$ cat config.mk
export PLATFORM = sky130hd
export DESIGN_NAME = fb_write_arbiter
export DESIGN_NICKNAME = d
export VERILOG_FILES = /design/src/rtl/fb_write_arbiter.sv
export SDC_FILE = /design/constraint.sdc
export NUM_CORES = 2
export LEC_CHECK = 0
export CAP_MARGIN = 20
export CELL_PAD_IN_SITES_DETAIL_PLACEMENT = 0
export CELL_PAD_IN_SITES_GLOBAL_PLACEMENT = 2
export CORE_ASPECT_RATIO = 0.5
export CORE_UTILIZATION = 47
export DETAILED_ROUTE_END_ITERATION = 16
export GPL_TIMING_DRIVEN = 0
export PLACE_DENSITY = 0.94
export SETUP_SLACK_MARGIN = 0.1
export SLEW_MARGIN = 15
export SYNTH_ARGS = -nofsm -noshare
export SYNTH_HDL_FRONTEND = slang
export SYNTH_SLANG_ARGS = --single-unit
$ cat constraint.sdc
create_clock -name clk -period 10.6 [get_ports clk]
set_clock_uncertainty 0.1 [all_clocks]
set_input_delay 2.12 -clock clk [delete_from_list [all_inputs] [get_ports clk]]
set_output_delay 2.12 -clock clk [all_outputs]
set_load 0.01 [all_outputs]
$ cat src/rtl/fb_write_arbiter.sv
// fb_write_arbiter: collects shaded pixels from the ray cores into per-core
// FIFOs and drains them round-robin into the framebuffer write port. Each
// pixel becomes one word write at buffer_sel*W*H + y*W + x.
module fb_write_arbiter #(
  parameter int CORE_COUNT  = 4,
  parameter int FIFO_DEPTH  = 8,
  parameter int FB_WIDTH    = 160,
  parameter int FB_HEIGHT   = 120,
  parameter int ADDR_WIDTH  = 16,
  parameter int COLOR_WIDTH = 24
) (
  input  logic                              clk,
  input  logic                              resetn,
  input  logic [CORE_COUNT-1:0]             strobe,
  input  logic [CORE_COUNT*10-1:0]          pixel_x,
  input  logic [CORE_COUNT*10-1:0]          pixel_y,
  input  logic [CORE_COUNT*COLOR_WIDTH-1:0] color,
  input  logic                              flip,
  input  logic                              frame_clear,
  input  logic                              mem_ready,
  output logic                              mem_w_valid,
  output logic [ADDR_WIDTH-1:0]             mem_w_addr,
  output logic [COLOR_WIDTH-1:0]            mem_w_data,
  output logic [CORE_COUNT-1:0]             fifo_full,
  output logic [31:0]                       pixels_written,
  output logic                              overflow,
  output logic                              range_error
);

  localparam int SEL_W = (CORE_COUNT > 1) ? $clog2(CORE_COUNT) : 1;
  localparam int PTR_W = $clog2(FIFO_DEPTH);
  localparam int CNT_W = PTR_W + 1;

  localparam logic [CNT_W-1:0] DEPTH_C  = CNT_W'(FIFO_DEPTH);
  localparam logic [SEL_W-1:0] LAST_C   = SEL_W'(CORE_COUNT - 1);
  localparam logic [31:0]      FB_W_U   = 32'(FB_WIDTH);
  localparam logic [31:0]      FB_H_U   = 32'(FB_HEIGHT);
  localparam logic [31:0]      FB_PIX_U = 32'(FB_WIDTH * FB_HEIGHT);

  localparam logic [0:0] S_IDLE  = 1'b0;
  localparam logic [0:0] S_ISSUE = 1'b1;

  // One queued pixel; the target buffer is frozen at capture time.
  typedef struct packed {
    logic                   buf_sel;
    logic [9:0]             y;
    logic [9:0]             x;
    logic [COLOR_WIDTH-1:0] color;
  } entry_t;

  // FIFO storage and bookkeeping
  entry_t           r_mem     [CORE_COUNT][FIFO_DEPTH];
  logic [PTR_W-1:0] r_wr_ptr  [CORE_COUNT];
  logic [PTR_W-1:0] r_rd_ptr  [CORE_COUNT];
  logic [CNT_W-1:0] r_count   [CORE_COUNT];
  logic [CORE_COUNT-1:0] r_full;

  // Issue side
  logic [0:0]             r_state;
  logic [SEL_W-1:0]       r_ptr;
  logic [SEL_W-1:0]       r_sel;
  logic                   r_valid;
  logic [ADDR_WIDTH-1:0]  r_addr;
  logic [COLOR_WIDTH-1:0] r_data;
  logic [31:0]            r_pix_cnt;
  logic                   r_overflow;
  logic                   r_range_err;

  // Combinational helpers
  logic [CORE_COUNT-1:0] w_in_range;
  logic [CORE_COUNT-1:0] w_push;
  logic [CORE_COUNT-1:0] w_pop;
  logic [CORE_COUNT-1:0] w_drop_range;
  logic [CORE_COUNT-1:0] w_drop_full;
  logic [CORE_COUNT-1:0] w_nonempty;
  entry_t                w_new        [CORE_COUNT];
  logic [CNT_W-1:0]      w_count_next [CORE_COUNT];
  logic [SEL_W-1:0]      w_sel_next;
  logic [SEL_W-1:0]      w_start;
  logic [SEL_W-1:0]      w_pick;
  logic                  w_found;
  logic                  w_accept;
  logic                  w_load;
  entry_t                w_head;
  logic [ADDR_WIDTH-1:0] w_addr;

  // Per-core capture decision: range check, full check (on the registered
  // count, so a same-cycle pop never makes room), and next occupancy.
  always_comb begin
    // NOTE: every comb output gets a default before any conditional logic so no latch can be inferred.
    w_in_range   = '0;
    w_push       = '0;
    w_drop_range = '0;
    w_drop_full  = '0;
    w_nonempty   = '0;
    w_pop        = '0;
    for (int i = 0; i < CORE_COUNT; i++) begin
      w_in_range[i]   = (32'(pixel_x[10*i +: 10]) < FB_W_U) &&
                        (32'(pixel_y[10*i +: 10]) < FB_H_U);
      w_drop_range[i] = strobe[i] && !w_in_range[i];
      w_drop_full[i]  = strobe[i] && w_in_range[i] && (r_count[i] == DEPTH_C);
      w_push[i]       = strobe[i] && w_in_range[i] && (r_count[i] != DEPTH_C);
      w_nonempty[i]   = (r_count[i] != '0);
      w_pop[i]        = w_load && (w_pick == SEL_W'(i));
      w_new[i]        = '{buf_sel: flip,
                          y:       pixel_y[10*i +: 10],
                          x:       pixel_x[10*i +: 10],
                          color:   color[COLOR_WIDTH*i +: COLOR_WIDTH]};
      w_count_next[i] = r_count[i] + CNT_W'(w_push[i]) - CNT_W'(w_pop[i]);
    end
  end

  // Round-robin pick: in ISSUE the search starts just after the core being
  // retired so a back-to-back reload already honours the updated pointer.
  always_comb begin
    w_sel_next = (r_sel == LAST_C) ? '0 : r_sel + SEL_W'(1);
    w_start    = (r_state == S_ISSUE) ? w_sel_next : r_ptr;
    w_found    = 1'b0;
    w_pick     = '0;
    // Walk offsets from farthest to nearest so the nearest non-empty core wins.
    for (int k = CORE_COUNT - 1; k >= 0; k--) begin
      if (w_nonempty[(int'(w_start) + k) % CORE_COUNT]) begin
        w_found = 1'b1;
        w_pick  = SEL_W'((int'(w_start) + k) % CORE_COUNT);
      end
    end
  end

  assign w_accept = r_valid && mem_ready;
  assign w_load   = w_found && ((r_state == S_IDLE) || w_accept);
  assign w_head   = r_mem[w_pick][r_rd_ptr[w_pick]];
  assign w_addr   = ADDR_WIDTH'((w_head.buf_sel ? FB_PIX_U : 32'd0) +
                                32'(w_head.y) * FB_W_U + 32'(w_head.x));

  // FIFO storage write port.
  // NOTE: pixel storage is deliberately not reset; the counts and pointers gate every read, so stale words are never observed.
  always_ff @(posedge clk) begin
    for (int i = 0; i < CORE_COUNT; i++) begin
      if (w_push[i]) r_mem[i][r_wr_ptr[i]] <= w_new[i];
    end
  end

  // FIFO pointers, occupancy and registered full flags.
  always_ff @(posedge clk or negedge resetn) begin
    if (!resetn) begin
      for (int i = 0; i < CORE_COUNT; i++) begin
        r_wr_ptr[i] <= '0;
        r_rd_ptr[i] <= '0;
        r_count[i]  <= '0;
      end
      r_full <= '0;
    end else begin
      for (int i = 0; i < CORE_COUNT; i++) begin
        // NOTE: state registers use non-blocking assignments so every flop samples pre-edge values.
        if (w_push[i]) r_wr_ptr[i] <= r_wr_ptr[i] + PTR_W'(1);
        if (w_pop[i])  r_rd_ptr[i] <= r_rd_ptr[i] + PTR_W'(1);
        r_count[i] <= w_count_next[i];
        r_full[i]  <= (w_count_next[i] == DEPTH_C);
      end
    end
  end

  // Issue FSM: load a write from IDLE, hold it in ISSUE until accepted,
  // then reload back-to-back or fall back to IDLE.
  always_ff @(posedge clk or negedge resetn) begin
    if (!resetn) begin
      r_state <= S_IDLE;
      r_ptr   <= '0;
      r_sel   <= '0;
      r_valid <= 1'b0;
      r_addr  <= '0;
      r_data  <= '0;
    end else begin
      case (r_state)
        S_IDLE: begin
          if (w_found) begin
            r_sel   <= w_pick;
            r_addr  <= w_addr;
            r_data  <= w_head.color;
            r_valid <= 1'b1;
            r_state <= S_ISSUE;
          end
        end
        S_ISSUE: begin
          if (w_accept) begin
            r_ptr <= w_sel_next;
            if (w_found) begin
              r_sel  <= w_pick;
              r_addr <= w_addr;
              r_data <= w_head.color;
            end else begin
              r_valid <= 1'b0;
              r_state <= S_IDLE;
            end
          end
        end
        default: begin
          r_valid <= 1'b0;
          r_state <= S_IDLE;
        end
      endcase
    end
  end

  // Frame statistics; a drop in the clearing cycle still sets its sticky flag.
  always_ff @(posedge clk or negedge resetn) begin
    if (!resetn) begin
      r_pix_cnt   <= '0;
      r_overflow  <= 1'b0;
      r_range_err <= 1'b0;
    end else begin
      if (frame_clear) begin
        r_pix_cnt   <= {31'd0, w_accept};
        r_overflow  <= |w_drop_full;
        r_range_err <= |w_drop_range;
      end else begin
        if (w_accept) r_pix_cnt <= r_pix_cnt + 32'd1;
        if (|w_drop_full)  r_overflow  <= 1'b1;
        if (|w_drop_range) r_range_err <= 1'b1;
      end
    end
  end

  assign mem_w_valid    = r_valid;
  assign mem_w_addr     = r_addr;
  assign mem_w_data     = r_data;
  assign fifo_full      = r_full;
  assign pixels_written = r_pix_cnt;
  assign overflow       = r_overflow;
  assign range_error    = r_range_err;

endmodule

; ---- Yosys cells after proc, flatten, opt, wreduce, memory -nomap -nowiden
; Memory sizes are Yosys's and may differ from the RTL's.
; Cells that the tools add are included.
[word_totals]
register_bits = 124
ramBits = 1440
in_bits = 185
out_inout_bits = 79
word_cells = 214
n_memories = 1
[classes]
n_addsub = 23
n_mul = 1
magnitude_cmp = 22
eq_ne = 19
n_mux = 66
bitwise_logic = 10
reduce_logical = 50
[mem_list]
columns = memory, words, width, read_ports, rd_ports_with_merged_regs, write_ports, line_no
row1 = r_mem, 4, 360, 1, 0, 4, 52  ; entry_t r_mem [CORE_COUNT][FIFO_DEPTH];
[op_table]
columns = op, n
row1 = 360-bit 2-to-1 mux, 4
row2 = 45-bit demux with 3-bit select, 4
row3 = 45-bit 2-to-1 mux, 6
row4 = 45-bit binary-select mux with 3-bit select, 1
row5 = 32-bit 2-to-1 mux, 2
row6 = 24-bit 2-to-1 mux, 2
row7 = 24-bit one-hot mux with 2 select lines, 1
row8 = 10-bit by 7-bit < comparator with 1-bit output (second input constant), 4
row9 = 10-bit by 8-bit < comparator with 1-bit output (second input constant), 4
row10 = 32-bit by 1-bit adder with 32-bit output (second input constant), 1
row11 = 4-bit equality test (second input constant), 8
row12 = 16-bit 2-to-1 mux, 2
row13 = 16-bit one-hot mux with 2 select lines, 1
row14 = 1-bit logical AND, 30
row15 = 3-bit by 1-bit adder with 3-bit output (second input constant), 8
row16 = 1-bit 2-to-1 mux, 24
row17 = 4-bit >= comparator (second input constant), 5
row18 = 3-bit NOT with 4-bit output, 5
row19 = 15-bit by 16-bit adder with 16-bit output, 1
row20 = 16-bit by 10-bit adder with 16-bit output, 1
row21 = 4-bit by 1-bit adder with 4-bit output, 4
row22 = 4-bit by 1-bit < comparator with 1-bit output (second input constant), 4
row23 = 2-bit 2-to-1 mux, 8
row24 = 4-bit != test (second input constant), 4
row25 = other kinds (29), 57

; ---- Logic depth before layout (Yosys ltp)
[depth]
ltp_word = 27
depth_mapped = 32
ltp_nobuf = 27

; ---- Worst setup path before layout
; No wires, ideal clock.
[synth_path]
path_kind = input port to flip-flop
start = input port pixel_y[19]
end = memory r_mem[1][270] (netlist bit), enable pin
setup_ns = 0.503
arrival_time_ns = 6.274
required_time_ns = 9.997
path_slack_ns = 3.723
path_stages = 5
n_path_buf = 0
cell_sequence = nor3_1 nand4_1 a211oi_1 nand2_1 nor3_1
[synth_rtl]
columns = element, line_no
row1 = from (decl), 16  ; input logic [CORE_COUNT*10-1:0] pixel_y,
row2 = to (decl), 52

; ---- Final worst setup path
[layout_path]
start = register r_count[14] (netlist bit)
end = register r_addr[15] (netlist: mem_w_addr[15])
[layout_between]
elab_chain_cells = 22
word_cells_on_any_way = 36
classes_between = add/sub (2) / mul (1) / mux (29) / bitwise (2) / reduce/logical (1) / memory (1)
[layout_rtl]
columns = element, line_no
row1 = from (decl), 55  ; logic [CNT_W-1:0] r_count [CORE_COUNT];
row2 = "from (signal, indexed assignment)", 157  ; r_count[i] <= w_count_next[i];
row3 = 4-bit nonzero test (*), 103  ; w_nonempty[i] = (r_count[i] != '0);
row4 = 1-bit binary-select mux with 2-bit select, 122  ; if (w_nonempty[(int'(w_start) + k) % CORE_COUNT]) begin
row5 = 1-bit 2-to-1 mux (implied by the code) (2 in series), 122
row6 = 2-bit 2-to-1 mux (4 in series), 122
row7 = 2-bit NOT with 3-bit output (implied by the code), 131  ; assign w_head = r_mem[w_pick][r_rd_ptr[w_pick]];
row8 = 3-bit binary-select mux with 2-bit select, 131
row9 = 3-bit 2-to-1 mux (implied by the code) (2 in series), 131
row10 = 3-bit NOT with 4-bit output (implied by the code), 131
row11 = 45-bit binary-select mux with 3-bit select, 131
row12 = 45-bit 2-to-1 mux (implied by the code) (2 in series), 131
row13 = 10-bit by 3-bit multiplier with 11-bit output or 15-bit 2-to-1 mux (tied branches), "133, 132"
row14 = 15-bit by 16-bit adder with 16-bit output, 132  ; assign w_addr = ADDR_WIDTH'((w_head.buf_sel ? FB_PIX_U : 32'd0) +
row15 = 16-bit by 10-bit adder with 16-bit output, 133  ; 32'(w_head.y) * FB_W_U + 32'(w_head.x));
row16 = 16-bit 2-to-1 mux (*), "176, 187"
row17 = 16-bit 2-to-1 mux, 185  ; if (w_accept) begin
row18 = 16-bit one-hot mux with 2 select lines (*), 174  ; case (r_state)
row19 = to (signal assigned), 178  ; r_addr <= w_addr;
row20 = to (signal assigned), 189  ; r_addr <= w_addr;
row21 = to (decl), 63  ; logic [ADDR_WIDTH-1:0] r_addr;
; Every way passes the cells marked *; elsewhere a longest branch is shown, timed or not. The select of a mux whose other input is x is not followed.
; A chain may end at the register's enable or synchronous reset.

==> impl_results.md <==
- RSZ-0062 raised after global routing: false
- Critical path class: flop to flop
- Fmax: 105 MHz
- Period Utilization, post-route: 89.7%
- Die Wd: 521 µm
- Vias: 47,300
- Worst setup EP type: flop
- Drt total wl: 245,000 µm
- Syn_nets: 4,998
- Hold crit path type: flop to flop
- GRT Total Usage: 35.5%
- TritonCTS clock tree: yes
- Syn_area_per_cell: between 10 and 15 µm²
- Setup repair bufs after CTS: 0
- Cell Area, Synth: 0.0632 mm²
- Top cells by area, synth: edfxtp_1 (68%), nand2_1 (8.1%), dfrtp_1 (4.9%)
- Die area: roughly 0.14 mm²
- Dominant cell type by area after synthesis: edfxtp_1
- YS warnings: 0
- Synthesis-to-layout area growth: 18.1%
- Share of cells above drive strength 1: 9.33%
- Gate Count Post-Synth: 4,745
- WL/cell: 33.9 µm
- Final Hold Viols: 0
- Hpwl dp: 171,000 µm
- Clock Path Buffers: 3
- FF-to-FF setup slack: 1.09 ns
- # fillers: 10,600
- Final ANT Viol Nets: 0
- Setup crit start kind: flop
- GRT overflow: 0
- Htree depth: 4
- Run status: completed
- Crit path time final: 9.51 ns
- Router iterations before antenna repair: 9
- Flip-flop and latch count after synthesis: 1,564
- Vias per cell: approximately 6.6
- Most frequent cell after synthesis: edfxtp_1
- Die height: 261 µm
- Initial antenna violation count: 10
- Worst endpoint required time: 11.17 ns
- Pin count of the biggest net entering global routing: 97
- Max_cap viols: 0
- Setup TNS Final: 0 ns
- NumNets Final: roughly 5,600
- Worst slew pin tran: 1.36 ns
- Max-slew violations: 0
- First-pass GRT wire length: 335,000 µm
- Max FO, Critical Path: 10
- Initial Util: a little under half
- DRC Markers: 0
- Core area: 0.132 mm²
- I/O pin total: 264
- Clock latency on the worst-skew pair: 0.80 ns
- Num Clock Sinks: 1,564
- Async SR Flop Fraction: 7.93%
- CTS root buf: clkbuf_16
- Final GP Congestion: 0.948
- Seq/Total Area, Yosys: 73.3%
- IO Port Bufs: between 200 and 300
- Clock-pin transition on the worst setup and hold timing paths: 0.07 ns
- Number of synthesized flops with an enable pin: 1,440
- Core Rows: 94
- Drt first-iter violations: 8,680
- CTS Buf Count: approximately 140
- CTS resizes: 0
- Worst relative slew slack: 9.59%
- Post-synth top area share: 68.4%
- Cts hold-fix bufs: 0
- Distinct cells, synth: 71
- Worst Path Arrival: 10.08 ns
- Synth top cells by count: edfxtp_1 (1,440), nand2_1 (1,359), nand3_1 (333)
- Number of global-route vias before repair: 44,700
- Primary FF master, synth: edfxtp_1
- Final setup vio count: 0
==> registers in the layout, summed over array words and instances (netlist names) <==
signal and count:
fifo_full 4, mem_w_addr 16, mem_w_data 24, mem_w_valid 1, overflow 1, pixels_written 32
r_count 16, r_mem 1440, r_ptr 2, r_rd_ptr 12, r_sel 2, r_state 1
r_wr_ptr 12, range_error 1
==> final cells by class <==
class                   instances  area [µm²]  share of cell area (%)
flip-flops and latches       1564       46300                    62.1
multi-input cells            2822       15600                    20.9
repair buffers                447        4700                    6.29
clock buffers                 181        3730                    4.99
well taps                    1776        2220                    2.98
plain buffers                 311        1260                    1.69
clock inverters                69         607                   0.813
inverters                      48         180                   0.241
diodes                          4        10.0                  0.0134
==> per-stage QoR <==
| step | worst slack, ns | instance area [µm²] | utilization (%) | instances | hold slack [ns] |
|---|---|---|---|---|---|
| after global placement | -3.46 | 68100 | 51.4 | 6783 | 0.361 |
| final | 1.09 | 74700 | 56.4 | 7222 | 0.373 |
| after floorplan | 3.72 | 63200 | - | 4745 | 0.344 |
| after CTS | 1.39 | 74600 | 56.3 | 7212 | 0.376 |
| after detailed placement | 1.44 | 70300 | 53.1 | 6962 | 0.363 |
| after global routing | 0.918 | 74700 | 56.4 | 7220 | 0.382 |
==> critical path: stages (launching register included) <==
cell and delay, ns:
dfrtp_1 0.37, inv_1 0.11, ha_1 0.17, nor3b_1 0.69, o21ai_0 0.25, o22ai_1 0.35, a222oi_1 0.19, nor3_2 1.03
buf_2 0.52, buf_2 0.39, clkbuf_1 0.77, a311oi_1 0.23, o31ai_1 0.77, ha_1 0.27, ha_1 0.17, inv_1 0.05
fa_1 0.45, fa_1 0.49, inv_1 0.04, ha_1 0.27, inv_1 0.10, o21bai_1 0.08, a21oi_1 0.23, nor2_1 0.11
o211ai_1 0.22, xnor3_1 0.46, nand4_1 0.15, or3b_1 0.35
==> worst paths after layout <==
check                                                 end                     from  cells after the start
max                            mem_w_addr[15]$_DFFE_PN0P_    r_count[14]$_DFF_PN0_                     27
min                               r_rd_ptr[2]$_DFFE_PN0P_  r_rd_ptr[2]$_DFFE_PN0P_                      1
max reg2reg                    mem_w_addr[15]$_DFFE_PN0P_    r_count[14]$_DFF_PN0_                     27
min reg2reg                       r_rd_ptr[2]$_DFFE_PN0P_  r_rd_ptr[2]$_DFFE_PN0P_                      1
min in group asynchronous       mem_w_data[0]$_DFFE_PN0P_                   resetn                      1
max in group asynchronous  pixels_written[15]$_DFFE_PN0P_                   resetn                      2
==> cells by family after synthesis <==
logic type	Yosys count	synth area share [%]
AOI/OAI and AO/OA	545	7.08
xor gates and xnor gates	66	0.936
adders and majority gates	68	1.44
buffers and inverters	359	2.28
DFF	1564	73.3
muxes	20	0.366
and+or+nand+nor	2123	14.6
==> per-layer routing <==
layer	share of wire, %	global-route usage (%)	wire length [µm]
met1	35	46.3	86000
met2	43	52.7	105000
met3	16	12.2	39800
met4	5.8	18.7	14100
met5	0.034	0	84
==> cell usage in the layout (no fill, tap or decap), drive strengths merged, types with 55 or more instances in the layout <==
master,synthesis,layout
inv,48,58
clkbuf,185,366
buf,126,312
nor3,55,55
nor2,94,94
nand3,333,333
nand2,1359,1359
edfxtp,1440,1440
a311oi,316,316
ha,60,60
clkdlybuf4s50,0,261
dfrtp,124,124
and3,163,163
Power is not shown: default switching activity piles up to over one toggle a cycle in this logic, so the estimate is an artifact.
